--- config.mk ---
export PLATFORM = sky130hd
export DESIGN_NAME = line_fill_unit
export DESIGN_NICKNAME = d
export VERILOG_FILES = /design/src/rtl/line_fill_unit.sv
export SDC_FILE = /design/constraint.sdc
export NUM_CORES = 1
export LEC_CHECK = 0
export CORE_MARGIN = 5
export CORE_UTILIZATION = 44
export DETAILED_ROUTE_END_ITERATION = 12
export PLACE_DENSITY = 0.8
export SKIP_CTS_REPAIR_TIMING = 1
export SKIP_LAST_GASP = 1
export SLEW_MARGIN = 40
export SYNTH_ARGS = -nofsm -noshare
export SYNTH_HDL_FRONTEND = slang
export SYNTH_SLANG_ARGS = --single-unit
--- constraint.sdc ---
create_clock -name clk -period 2.1 [get_ports clk]
set_clock_uncertainty 0.1 [all_clocks]
set_input_delay 0.42 -clock clk [delete_from_list [all_inputs] [get_ports clk]]
set_output_delay 0.42 -clock clk [all_outputs]
set_load 0.005 [all_outputs]
--- src/rtl/line_fill_unit.sv ---
// Miss-side refill engine: issues a critical-word-first burst, gathers four
// wrapping beats into a line buffer and strobes the finished line into storage.
module line_fill_unit #(
   parameter int unsigned ADDR_W  = 32,
   parameter int unsigned BEAT_W  = 32,
   parameter int unsigned INDEX_W = 6
) (
   input  logic                  clk,
   input  logic                  reset,
   input  logic                  miss_req,
   input  logic [ADDR_W-1:0]     miss_addr,
   output logic                  miss_busy,
   output logic                  mem_req,
   output logic [ADDR_W-1:0]     mem_addr,
   input  logic                  mem_gnt,
   input  logic                  mem_rvalid,
   input  logic [BEAT_W-1:0]     mem_rdata,
   output logic                  crit_valid,
   output logic [BEAT_W-1:0]     crit_data,
   output logic                  fill_load,
   output logic [INDEX_W-1:0]    fill_index,
   output logic [4*BEAT_W-1:0]   fill_data
);

   localparam int unsigned LINE_W = 4 * BEAT_W;

   typedef enum logic [1:0] {IDLE, REQ, RECV, LOAD} state_t;

   state_t               state_q, state_d;
   logic [1:0]           ci_q, ci_d;
   logic [1:0]           cnt_q, cnt_d;
   logic [INDEX_W-1:0]   idx_q, idx_d;
   logic [LINE_W-1:0]    line_q, line_d;
   logic                 miss_busy_d, mem_req_d, crit_valid_d, fill_load_d;
   logic [ADDR_W-1:0]    mem_addr_d;
   logic [BEAT_W-1:0]    crit_data_d;
   logic [INDEX_W-1:0]   fill_index_d;
   logic [1:0]           slot;

   // State and registered outputs
   always_ff @(posedge clk) begin
      if (reset) begin
         state_q    <= IDLE;
         ci_q       <= '0;
         cnt_q      <= '0;
         idx_q      <= '0;
         line_q     <= '0;
         miss_busy  <= 1'b0;
         mem_req    <= 1'b0;
         mem_addr   <= '0;
         crit_valid <= 1'b0;
         crit_data  <= '0;
         fill_load  <= 1'b0;
         fill_index <= '0;
      end else begin
         state_q    <= state_d;
         ci_q       <= ci_d;
         cnt_q      <= cnt_d;
         idx_q      <= idx_d;
         line_q     <= line_d;
         miss_busy  <= miss_busy_d;
         mem_req    <= mem_req_d;
         mem_addr   <= mem_addr_d;
         crit_valid <= crit_valid_d;
         crit_data  <= crit_data_d;
         fill_load  <= fill_load_d;
         fill_index <= fill_index_d;
      end
   end

   // Next-state and next-output logic
   always_comb begin
      state_d      = state_q;
      ci_d         = ci_q;
      cnt_d        = cnt_q;
      idx_d        = idx_q;
      line_d       = line_q;
      miss_busy_d  = miss_busy;
      mem_req_d    = mem_req;
      mem_addr_d   = mem_addr;
      crit_valid_d = 1'b0;
      crit_data_d  = crit_data;
      fill_load_d  = 1'b0;
      fill_index_d = fill_index;
      slot         = ci_q + cnt_q;

      case (state_q)
         IDLE: begin
            if (miss_req) begin
               state_d     = REQ;
               ci_d        = miss_addr[3:2];
               idx_d       = miss_addr[INDEX_W+3:4];
               cnt_d       = 2'd0;
               miss_busy_d = 1'b1;
               mem_req_d   = 1'b1;
               mem_addr_d  = {miss_addr[ADDR_W-1:2], 2'b00};
            end
         end
         REQ: begin
            if (mem_gnt) begin
               state_d   = RECV;
               mem_req_d = 1'b0;
            end
         end
         RECV: begin
            if (mem_rvalid) begin
               // Beat lands in its wrapped slot; untouched slots keep old data
               for (int k = 0; k < 4; k++) begin
                  if (2'(k) == slot) line_d[k*BEAT_W +: BEAT_W] = mem_rdata;
               end
               cnt_d = cnt_q + 2'd1;
               if (cnt_q == 2'd0) begin
                  crit_valid_d = 1'b1;
                  crit_data_d  = mem_rdata;
               end
               if (cnt_q == 2'd3) begin
                  state_d      = LOAD;
                  fill_load_d  = 1'b1;
                  fill_index_d = idx_q;
               end
            end
         end
         LOAD: begin
            state_d     = IDLE;
            miss_busy_d = 1'b0;
         end
         default: state_d = IDLE;
      endcase
   end

   assign fill_data = line_q;

endmodule
==> results.toml <==
[global_route]
grt_pass1_wl_mm = 36.77
track_usage_pct = 23.29
grt-ovfl-total = 0
grt_max_degree = 76
grt_pass1_vias = 6867
grt_antenna_before_repair = 0

[floorplan]
row_count = 47
ios = 271
fp.dieW_microns = 138.4
coreArea_sq_um = 16350
start_util_pct = 44.37
die-height_microns = 138.4
die_area_sq_um = 19150

[setup_path]
crit_path_cell_trace = "clkdlybuf4s50_1"
crit_family = "buffers and inverters"
crit_path_end_kind = "output pin"
startpoint_type = "flop"
critical_path_class = "flop to output pin"
path_buf_inv = 1
cp_slowest_cell = "clkdlybuf4s50_1"
rrSetupSlack_ns = 0.13
critPathMaxStageDelay_ns = 0.57
cp_max_fo = 4
cp.arrival_ns = 1.48
required_ns = 1.58

[logic_synthesis]
ys_seq_elements = 204
syn_area_sq_um = 7253
ys_types = 26
syn_avg_cell_area_sq_um = 7.971
synth_largest_area_cell = "dfxtp_1"
yosys_warnings = 0
synth_seq_area_share_pct = 56.30
synth.area.top_cells = "dfxtp_1 56%, nand2_1 20%, a21oi_1 13%, clkbuf_1 2.3%, ha_1 1.2%"
synth_top_area_share_pct = 56.30
synthCells = 910

[route]
wl_mm = 23.12
vias = 7048
postRouteAntennaNets = 0
detail_route.wl_per_cell_microns = 16.60
vias_per_cell = 5.060
route.detailed.drc = 0
drt-initial-drc-count = 389
dr.pass1.iters = 5

[clocking]
cts_inserted_buffers = 21
cts_root_buf = "clkbuf_16"
cts_buffer_depth = 3
cts_tree = "done"
clkSinkCount = 204
clkTransAtPathRegs_ns = 0.06
htreeDepth = 1
clk_latency_ns = 0.48

[layout]
final_common_cell = "nand2_1"
final_area_sq_um = 10890
final_cell_count_no_fill = 1393
final_cell_mix = "384 x nand2_1, 265 x clkdlybuf4s50_1, 204 x dfxtp_1, 194 x a21oi_1, 21 x clkbuf_16"
area_growth_pct = 50.10
fin_util_pct = 66.59
finalNetCount = 1236
diodes = 0
drive_gt1_share_pct = 5.456

[sta]
setup_violations = 0
final-max-slew-violation-count = 0
fin_setup_tns_ns = 0
holdWs_ns = 0.1894
fmax_mhz = 498.9
period_share_pct = 95.46
period_needed_ns = 2.005
grt_setup_unrepaired = "no"
finalHoldViolCount = 0

[pwr]
p_leak_nw = 3.770
vdd_drop_max_mv = 0.6944
powerDensity_nw_per_um2 = 875.0

[placement]
dpl_cell_area_sq_um = 10230
place_inst = 1357
io_buffer_count = 266
dp_hpwl_mm = 16.09
gp_congestion = 0.8393

[flow_run]
drv_cap = 0

[outcome]
outcome = "completed"

[min_path]
hp-class = "input port to flop"
-- cell families after synthesis --
kind of cell | synth area share [%]
other | 0.05170
AND/OR/NAND/NOR | 22.18
multiplexers | 0.9661
XOR/XNOR | 0.6382
adder cells (fa/ha/maj) | 1.207
AO/OA/AOI/OAI | 13.96
buffers and inverters | 4.692
flip-flops | 56.31
-- routing by layer --
metal | wire length (microns) | track usage (%) | up-vias
met4 | 874 | 9.256 | 0
met5 | 0 | 0 | -
met3 | 2028 | 6.181 | 61
met2 | 11330 | 40.67 | 293
met1 | 8884 | 27.25 | 3270
li1 | - | - | 3424
-- final cells by class --
cell class,instances,area (sq um)
fillers,1348,5461
well taps,220,275.3
flip-flops and latches,204,4084
repair buffers,293,3004
inverters,5,18.77
clock inverters,5,50.05
multi-input cells,635,2851
clock buffers,31,603.1
-- report_power, final --
part           internal [W]  switching (W)  total, W
Combinational      0.000864       0.000797   0.00166
Sequential          0.00415       0.000160   0.00431
Clock               0.00210        0.00145   0.00355
-- sequential cells by signal (all words and copies together) (netlist names) --
name        cells
fill_data     128
crit_data      32
mem_addr       24
fill_index      6
idx_q           5
cnt_q           2
state_q         2
ci_q            1
crit_valid      1
fill_load       1
mem_req         1
miss_busy       1
-- Yosys cell counts --
library cell / instances
xor3_1: 1
buf_6: 6
conb_1: 1
buf_4: 2
and2_1: 1
a211oi_1: 1
nor3_2: 2
buf_2: 14
nand2_1: 384
xnor3_1: 1
a21oi_1: 194
nor2_1: 17
and3_1: 1
inv_1: 5
or3_1: 2
o21ai_0: 3
nand3_1: 3
dfxtp_1: 204
mux2i_1: 7
o2111a_1: 1
nand4_1: 2
clkbuf_1: 45
nand2b_1: 4
or2_2: 1
a22oi_1: 1
ha_1: 7
-- through the flow --
stage	total power, W	worst slack [ns]
CTS	0.009630	0.07694
global placement	0.006025	0.1212
floorplan	0.005060	0.2524
global route	0.009960	0.006644
finish	0.009526	0.09541
detailed placement	0.006066	0.05631
-- final timing paths --
kind | startpoint | end | cells after the start
worst min register to register | mem_addr[22] | mem_addr[22] | 2
worst max register to register | cnt_q[1] | fill_data[28] | 5
worst max-delay path | mem_addr[3] | mem_addr[3] | 1
worst min-delay path | reset | mem_req | 2
Note: power is estimated with default switching activity, not from simulation.
